`src/rtl/ex_mem_stage.sv`:
```
// Execute-to-memory pipeline register of the 5-stage MIPS datapath.
// Holds the ME operands for forwarding/write-back and runs the data-memory request.
module ex_mem_stage #(
  parameter int DW   = 32,
  parameter int CNTW = 16
) (
  input  logic            CLK,
  input  logic            RST,
  input  logic [DW-1:0]   ALUOut_ex,
  input  logic [DW-1:0]   npc_ex,
  input  logic [DW-1:0]   lui_ex,
  input  logic [DW-1:0]   dmemstore_ex,
  input  logic [DW-1:0]   forDmemstore_ex,
  input  logic            srcDmemstore_ex,
  input  logic [4:0]      regDst_ex,
  input  logic            regWr_ex,
  input  logic [1:0]      regSel_ex,
  input  logic            dREN_ex,
  input  logic            dWEN_ex,
  input  logic            halt_ex,
  input  logic            flush_ex,
  input  logic            dhit,
  input  logic [DW-1:0]   dload,
  output logic [DW-1:0]   ALUOut_me,
  output logic [DW-1:0]   npc_me,
  output logic [DW-1:0]   lui_me,
  output logic [DW-1:0]   dmemload_me,
  output logic [4:0]      regDst_me,
  output logic            regWr_me,
  output logic [1:0]      regSel_me,
  output logic            halt_me,
  output logic [DW-1:0]   dmemaddr,
  output logic [DW-1:0]   dmemstore,
  output logic            dmemREN,
  output logic            dmemWEN,
  output logic            stall_me,
  output logic [CNTW-1:0] memstall_cnt,
  output logic [1:0]      o_dbg_state
);

  typedef enum logic [1:0] {
    IDLE = 2'd0,
    REQ  = 2'd1,
    DONE = 2'd2
  } state_t;

  state_t r_state;
  state_t w_next;
  logic   r_dren_q;
  logic   r_dwen_q;
  logic   w_memop;
  logic   w_advance;
  logic   w_bubble;
  logic   w_in_dren;
  logic   w_in_dwen;

  // Memory handshake: a strobe is held high for the whole REQ state and the
  // access completes on the first cycle dhit is sampled high; dhit elsewhere
  // is ignored. Strobes drop combinationally while RST is asserted.
  assign w_memop   = r_dren_q | r_dwen_q;
  assign w_bubble  = flush_ex | halt_me;
  assign w_in_dwen = dWEN_ex & ~w_bubble;
  assign w_in_dren = dREN_ex & ~dWEN_ex & ~w_bubble;

  always_comb begin
    w_next    = r_state;
    w_advance = 1'b0;
    case (r_state)
      IDLE: begin
        if (w_memop) w_next = REQ;
        else         w_advance = 1'b1;
      end
      REQ: begin
        if (dhit) w_next = DONE;
      end
      DONE: begin
        w_advance = 1'b1;
        w_next    = (w_in_dren | w_in_dwen) ? REQ : IDLE;
      end
      default: w_next = IDLE;
    endcase
  end

  always_ff @(posedge CLK) begin
    if (RST) begin
      r_state <= IDLE;
    end else begin
      r_state <= w_next;
    end
  end

  always_ff @(posedge CLK) begin
    if (RST) begin
      ALUOut_me <= '0;
      npc_me    <= '0;
      lui_me    <= '0;
      dmemstore <= '0;
      regDst_me <= '0;
      regWr_me  <= 1'b0;
      regSel_me <= '0;
      halt_me   <= 1'b0;
      r_dren_q  <= 1'b0;
      r_dwen_q  <= 1'b0;
    end else if (w_advance) begin
      ALUOut_me <= ALUOut_ex;
      npc_me    <= npc_ex;
      lui_me    <= lui_ex;
      dmemstore <= srcDmemstore_ex ? forDmemstore_ex : dmemstore_ex;
      regDst_me <= regDst_ex;
      regSel_me <= regSel_ex;
      regWr_me  <= regWr_ex & ~w_bubble;
      r_dren_q  <= w_in_dren;
      r_dwen_q  <= w_in_dwen;
      // Halt is sticky: once seen it stays set until reset.
      halt_me   <= halt_me | (halt_ex & ~flush_ex);
    end
  end

  always_ff @(posedge CLK) begin
    if (RST) begin
      dmemload_me  <= '0;
      memstall_cnt <= '0;
    end else if (r_state == REQ) begin
      if (dhit) begin
        if (r_dren_q) dmemload_me <= dload;
      end else if (memstall_cnt != {CNTW{1'b1}}) begin
        memstall_cnt <= memstall_cnt + 1'b1;
      end
    end
  end

  assign dmemaddr    = ALUOut_me;
  assign dmemREN     = (r_state == REQ) & r_dren_q & ~RST;
  assign dmemWEN     = (r_state == REQ) & r_dwen_q & ~RST;
  assign stall_me    = ~w_advance;
  assign o_dbg_state = r_state;

endmodule

```
`config.mk`:
```
export PLATFORM = sky130hd
export DESIGN_NAME = ex_mem_stage
export DESIGN_NICKNAME = d
export VERILOG_FILES = /design/src/rtl/ex_mem_stage.sv
export SDC_FILE = /design/constraint.sdc
export NUM_CORES = 1
export LEC_CHECK = 0
export ABC_AREA = 0
export BUFFER_PORTS_ARGS = -buffer_cell sky130_fd_sc_hd__clkbuf_2
export CAP_MARGIN = 15
export CORE_AREA = 4 4 167 169
export DETAILED_ROUTE_END_ITERATION = 12
export DIE_AREA = 0 0 171 173
export GPL_TIMING_DRIVEN = 0
export PLACE_DENSITY_LB_ADDON = 0.2
export SYNTH_ARGS = -nofsm -noshare
export SYNTH_HDL_FRONTEND = slang
export SYNTH_SLANG_ARGS = --single-unit
```
`constraint.sdc`:
```
create_clock -name CLK -period 2.2 [get_ports CLK]
set_input_delay 0.22 -clock CLK [delete_from_list [all_inputs] [get_ports CLK]]
set_output_delay 0.22 -clock CLK [all_outputs]
set_load 0.01 [all_outputs]
```
# After elaboration in Yosys (flattened, before gate mapping)

Index checks and enable logic that the tools add are counted.

Add/subtract/negate cells: 1
Equal/unequal tests: 5
Mux-type cells: 7
Bitwise logic cells: 19
Reductions and logical operators: 4

Operators with widths:

| cell                    | number |
|---|---|
| $mux W32                | 1 |
| $add A16 B1 Y16 const B | 1 |
| $ne A16 B16 Y1 const B  | 1 |
| $and A1 B1 Y1           | 9 |
| $not A1 Y1              | 6 |
| $pmux W2 S3             | 1 |
| $reduce_and A3 Y1       | 2 |
| $mux W2                 | 2 |
| $ne A2 B2 Y1 const B    | 2 |
| $or A1 B1 Y1            | 4 |
| $eq A2 B1 Y1 const B    | 1 |
| $eq A2 B2 Y1 const B    | 1 |
| $logic_not A2 Y1        | 1 |
| $mux W1                 | 2 |
| $pmux W1 S2             | 1 |
| $reduce_and A2 Y1       | 1 |

Flip-flop bits (word level): 189
Output and inout bits: 222
Logic and storage cells: 49

# Logic depth before layout (Yosys ltp)

Gate-level depths: netlist of the first run.

Depth in word-level cells: 6
Mapped depth: 8
Gate-level depth less buffers: 5

# Least setup slack after synthesis of the first run

No wires, ideal clock.

Kind: register to register
From: register r_state[0], in the netlist o_dbg_state[0]
To: register memstall_cnt[10]
Arrival: 1.773 ns
Required time: 2.077 ns
Path slack: 0.303 ns
Cell stages (with the launch flop): 6
Path buffers: 1
Clock period less this slack: 1.897 ns
Cells stage by stage: dfxtp_1 -> or3b_4 -> or2_0 -> buf_2 -> a311oi_1 -> mux2_1

Cells in the longest elaborated chain, start to end: 2

RTL lines:

| element                            | RTL line | RTL |
|---|---|---|
| start, declared                    | 47       | `state_t r_state;` |
| start signal, assigned             | 88       | `r_state <= w_next;` |
| $eq A2 B1 Y1                       | 123      | `end else if (r_state == REQ) begin` |
| $reduce_and A3 Y1 (no source line) | -        |  |
| end signal, assigned               | 127      | `memstall_cnt <= memstall_cnt + 1'b1;` |
| end, declared                      | 37       | `output logic [CNTW-1:0] memstall_cnt,` |

Every way passes these cells.
A chain may end at the register's enable or synchronous reset.

# Final worst setup path of the first run

From: register memstall_cnt[0]
To: register memstall_cnt[10]

Cells in the longest elaborated chain, start to end: 2
Elaborated cells on any way between the ends: 3

RTL lines:

| element |
|---|
| branches (longest 2 deep; another with $add A16 B1 Y16) |

Parallel ways; which one is timed is not known.

==> results of run 1 <==
-- worst max-delay path: stages, from the launching register on --
cell and delay (ns):
dfxtp_1 0.45, ha_2 0.27, nand3_1 0.16, or2_0 0.23, buf_2 0.16, a311oi_1 0.30, mux2_1 0.35
-- kinds of logic (layout without fill, tap and decap cells) --
group | count (synthesis) | count (layout) | share of synthesized area (%)
muxes | 34 | 34 | 4.66
buffers and inverters | 102 | 667 | 6.87
DFF | 189 | 189 | 51.4
adders and majority gates | 1 | 1 | 0.170
AOI/OAI and AO/OA | 207 | 207 | 16.1
other | 0 | 1 | 0
and+or+nand+nor | 374 | 374 | 20.8
-- state kept, by name, summed over array words and instances, names as in the netlist --
register,flops
ALUOut_me,32
dmemload_me,32
dmemstore,32
lui_me,32
npc_me,32
memstall_cnt,16
regDst_me,5
o_dbg_state,2
regSel_me,2
halt_me,1
r_dren_q,1
r_dwen_q,1
regWr_me,1
-- synth_stat cells, types with 4 or more instances --
cell	count
dfxtp_1	189
nor2b_1	4
mux2i_1	32
buf_4	32
buf_1	4
nor3_1	4
and3_1	13
inv_1	4
clkbuf_1	59
nor2_1	44
nand2_1	283
nand3_1	10
a21oi_1	147
a31oi_1	7
a211oi_1	34
-- layer usage --
| metal | vias to the layer above | share of wire, % |
|---|---|---|
| li1 | 4113 | - |
| met1 | 3719 | 41 |
| met2 | 286 | 50 |
| met3 | 38 | 6.4 |
| met4 | 0 | 2.1 |
| met5 | - | 0 |
-- repair_timing --
| item | CTS | global route |
|---|---|---|
| resized for setup | 3 | 13 |
| endpoints found under the setup margin | 138 | 63 |
| endpoints found under the hold margin | 107 | 0 |
| hold buffers | 107 | 0 |
-- final cells by class --
type | count | area, sq um
antenna | 1 | 2.50
buffer | 95 | 487
clock buffer | 18 | 439
clock inverter | 14 | 191
fill | 2730 | 14900
inverter | 5 | 21.3
multi-input combinational | 616 | 3080
sequential | 189 | 3780
tap | 341 | 427
timing repair buffer | 535 | 3210
-- power by group through the flow --
stage,registers [mW],logic (mW),clock network (mW)
after global routing,4.05,2.55,3.52
after global placement,4.06,2.16,0
after detailed placement,4.08,2.17,0
after floorplan,4.22,0.992,0
final,4.00,2.29,3.28
after CTS,4.00,2.33,3.38
-- stage by stage --
step | utilization, % | setup WS, ns | cell area [sq um]
2_1_floorplan | - | 0.303 | 7360
3_3_place_gp | 37.3 | -0.704 | 9920
3_5_place_dp | 37.3 | -0.757 | 9920
4_1_cts | 43.8 | 0.0110 | 11600
5_1_grt | 43.8 | -0.000530 | 11600
6_report | 43.8 | 0.173 | 11600
-- worst paths after layout --
kind	startpoint	endpoint	slack, ns	depth (start not counted)
worst max-delay path	memstall_cnt[0]	memstall_cnt[10]	0.17	6
worst max register to register	memstall_cnt[0]	memstall_cnt[10]	0.17	6
worst min-delay path	dload[30]	dmemload_me[30]	0.02	3
worst min register to register	dmemload_me[6]	dmemload_me[6]	0.46	2
==> results.sh, run 1 <==
export IMPL_gr_total_overflow=0
export IMPL_dr_pass1_iters=4
export IMPL_syn_area_sq_um=7360
export IMPL_synth_top_area_share_pct=51.4
export IMPL_power_share_switching_pct=32.8
export IMPL_async_flop_share_pct=0
export IMPL_worst_setup_path_type="reg2reg"
export IMPL_final_cell_mix="clkbuf_2 (434), nand2_1 (283), dfxtp_1 (189)"
export IMPL_place_detailed_hpwl_um=21400
export IMPL_syn_to_final_growth_pct=58.3
export IMPL_cts_root_buf="clkbuf_16"
export IMPL_clock_path_buffers=2
export IMPL_post_route_period_util_pct=92.2
export IMPL_p_seq_share_pct=41.8
export IMPL_top_usage_layer="met2"
export IMPL_drt_total_wl_um=28300
export IMPL_combPwrFrac_pct=23.9
export IMPL_final_cells=1814
export IMPL_drive_gt1_share_pct=34.5
export IMPL_clkLatencyLatePin_ns=0.43
export IMPL_hold_violations=0
export IMPL_synth_edff_count=0
export IMPL_cts_inserted_buffers=17
export IMPL_grt_met2_usage_pct=32.9
export IMPL_wl_per_cell_um=15.6
export IMPL_vias=8156
export IMPL_synth_largest_area_cell="dfxtp_1"
export IMPL_dieArea_sq_um=29600
export IMPL_final_nets=1668
export IMPL_cts_tree="yes"
export IMPL_dp_cells=1676
export IMPL_layout_commonest_cell="clkbuf_2"
export IMPL_avgSynthCellArea_sq_um=8.11
export IMPL_maxCapViolCount=0
export IMPL_whs_ns=0.0208
export IMPL_syn_nets=1116
export IMPL_num_io_pins=430
export IMPL_ys_top_cells_by_area="dfxtp_1 (51%), nand2_1 (14%), a21oi_1 (10%)"
export IMPL_endpoint_kind="flop"
export IMPL_seq_area_frac_synth_pct=51.4
export IMPL_cts_htree_levels=4
export IMPL_start_kind="flop"
export IMPL_ys_seq_elements=189
export IMPL_slew_limit_headroom_pct=43.1
export IMPL_grt_max_degree=21
export IMPL_ant_nets=0
export IMPL_fmax_mhz=493
export IMPL_portBuffers=428
export IMPL_cp_required_ns=2.52
export IMPL_status="complete, no violations"
export IMPL_grtUsageMet1_pct=21.0
export IMPL_die_x_um=171
export IMPL_maxSlewViolCount=0
export IMPL_grt_first_pass_wirelength_um=43300
export IMPL_hold_class="in2reg"
export IMPL_power_density_nw_per_um2=822
export IMPL_drtIter0Drc=313
export IMPL_synth_warnings=0
export IMPL_dieHeight_um=173
export IMPL_tightestPinTransition_ns=0.854
export IMPL_fin_setup_tns_ns=0
export IMPL_post_route_drc_count=0
export IMPL_core_area_sq_um=26600
export IMPL_cts_num_sinks=189
export IMPL_p_leak_nw=5.57
export IMPL_grt_pass1_vias=8205
export IMPL_num_rows=60
export IMPL_fin_skew_ns=0.0144
export IMPL_cts_setup_buffers=0
export IMPL_avgViaCountPerCell=4.50
export IMPL_path_max_fanout=8
export IMPL_use_met3_pct=4.98
export IMPL_grt_antenna_before_repair=1
export IMPL_setup_violations=0
export IMPL_start_util_pct=27.7
export IMPL_ir_drop_mv=0.489
export IMPL_p_sw_mw=3.14
export IMPL_intPower_mw=6.44
export IMPL_synthFlopType="dfxtp_1"
export IMPL_grt_use_total_pct=18.3
export IMPL_gp_congestion=0.795
export IMPL_power_total_mw=9.57
export IMPL_critPathArrivalTime_ns=2.35
export IMPL_fin_crit_ns=2.03
export IMPL_synth_cell_types=43
export IMPL_clk_pin_slew_ns=0.08
export IMPL_pwr_share_clk_pct=34.3
export IMPL_synth_cells=907
No activity file was read; power rests on OpenSTA's default activity.
==> run 2: changes to the inputs <==
- clock period: 2.2 -> 1.8 ns (I/O delays scaled with it)
==> run 2 against run 1 <==
Effect of this change:
- the flow now finishes with violations (setup timing)
- final cell count grew 1.8%
- critical endpoint is now stall_me
- worst setup slack lost 0.18 ns
- largest power group unchanged
- utilization grew 1.5 points
- sequential share of layout area shrank 0.98 points
==> results.sh, run 2 (synthesis gave the netlist of run 1 again) <==
export IMPL_power_total_mw=11.6
export IMPL_critPathArrivalTime_ns=1.62
export IMPL_dieHeight_um=173
export IMPL_grt_use_total_pct=18.7
export IMPL_gr_total_overflow=0
export IMPL_cp_required_ns=1.62
export IMPL_final_nets=1702
export IMPL_cts_inserted_buffers=17
export IMPL_die_x_um=171
export IMPL_endpoint_kind="output port"
export IMPL_violations="setup timing"
export IMPL_path_max_fanout=10
export IMPL_worst_slack_ns=-0.00393
export IMPL_gp_congestion=0.779
export IMPL_fin_setup_tns_ns=-0.00393
export IMPL_p_leak_nw=5.78
export IMPL_hold_class="in2reg"
export IMPL_start_kind="flop"
export IMPL_fin_crit_ns=1.80
export IMPL_clkLatencyLatePin_ns=0.43
export IMPL_dieArea_sq_um=29600
export IMPL_num_io_pins=430
export IMPL_design_area_sq_um=12100
export IMPL_final_cells=1847
export IMPL_maxSlewViolCount=0
export IMPL_fmax_mhz=554
export IMPL_num_rows=60
export IMPL_syn_to_final_growth_pct=63.8
export IMPL_worst_setup_path_type="reg2out"
export IMPL_slew_limit_headroom_pct=42.2
export IMPL_core_area_sq_um=26600
export IMPL_vias=8321
export IMPL_ir_drop_mv=0.462
export IMPL_whs_ns=0.0332
export IMPL_layout_commonest_cell="clkbuf_2"
export IMPL_cts_num_sinks=189
export IMPL_grt_first_pass_wirelength_um=44400
export IMPL_wl_per_cell_um=15.7
export IMPL_place_detailed_hpwl_um=21100
export IMPL_dr_pass1_iters=5
export IMPL_drive_gt1_share_pct=36.1
export IMPL_portBuffers=428
export IMPL_dp_slack_ns=-0.955
export IMPL_grt_pass1_vias=8298
export IMPL_power_density_nw_per_um2=965
export IMPL_maxCapViolCount=0
export IMPL_grt_antenna_before_repair=0
export IMPL_final_cell_mix="clkbuf_2 (445), nand2_1 (283), dfxtp_1 (184)"
export IMPL_rsz0062_at_grt="true"
export IMPL_start_util_pct=27.7
export IMPL_dp_cells=1676
export IMPL_fin_skew_ns=0.0127
export IMPL_tightestPinTransition_ns=0.867
export IMPL_cts_htree_levels=4
export IMPL_hold_violations=0
export IMPL_clock_path_buffers=2
export IMPL_setup_violations=1
export IMPL_post_route_util_pct=45.3
export IMPL_clk_pin_slew_ns=0.07
export IMPL_drtIter0Drc=314
export IMPL_dpl_instance_area_sq_um=9940
export IMPL_status="finished with violations"
export IMPL_post_route_period_util_pct=100
export IMPL_diodes=0
export IMPL_avgViaCountPerCell=4.51
export IMPL_drt_total_wl_um=28900
export IMPL_grt_max_degree=20
export IMPL_post_route_drc_count=0
export IMPL_ant_nets=0
export IMPL_cts_tree="yes"
export IMPL_cts_root_buf="clkbuf_16"
run 2: cell types whose count changed in the layout (fill, tap and decap cells not counted), moves of 3 or more:
cell,delta
dfxtp_4,+3
clkbuf_1,-16
dfxtp_1,-5
buf_4,+6
dlygate4sd3_1,+29
clkbuf_4,+4
clkbuf_2,+11
run 2: cell type report:
class	count	area (sq um)
inverters	5	23.8
plain buffers	95	542
clock buffers	17	425
well taps	341	427
flip-flops and latches	189	3800
multi-input cells	616	3140
repair buffers	569	3540
fillers	2736	14500
clock inverters	15	153
run 2: path summary, 6_finish.rpt:
check	startpoint	end	slack, ns	depth (start not counted)
max	r_dwen_q	stall_me	-0.004	5
min	halt_ex	halt_me	0.03	3
max reg2reg	o_dbg_state[0]	memstall_cnt[10]	0.01	5
min reg2reg	npc_me[27]	npc_me[27]	0.45	2
run 2: critical path, cell delays in order, from the launching register on:
cell and delay (ns):
dfxtp_1 0.34, nor2_1 0.14, o21ba_4 0.24, clkinv_4 0.13, clkbuf_16 0.20, clkbuf_2 0.14
run 2: power by group:
part           switching, mW  internal, mW  total [mW]
sequential             0.266          4.63        4.89
clock                   1.91          1.86        3.77
combinational           1.67          1.29        2.97
total                   3.85          7.77        11.6
run 2: per-layer routing:
metal  up-vias  wire length [um]  global-route usage (%)  share of wire, %
li1       4199                 -                       -                 -
met1      3775             11700                    21.7                41
met2       308             14500                    33.5                50
met3        39              2120                    5.21               7.3
met4         0               622                    5.51               2.1
met5         -                 0                       0                 0
run 2: what timing repair did:
item,in CTS,in global routing
hold endpoints to repair,136,0
pin swaps,1,3
setup endpoints to repair,152,122
hold buffers,136,0
setup buffers,3,2
resized for setup,33,23
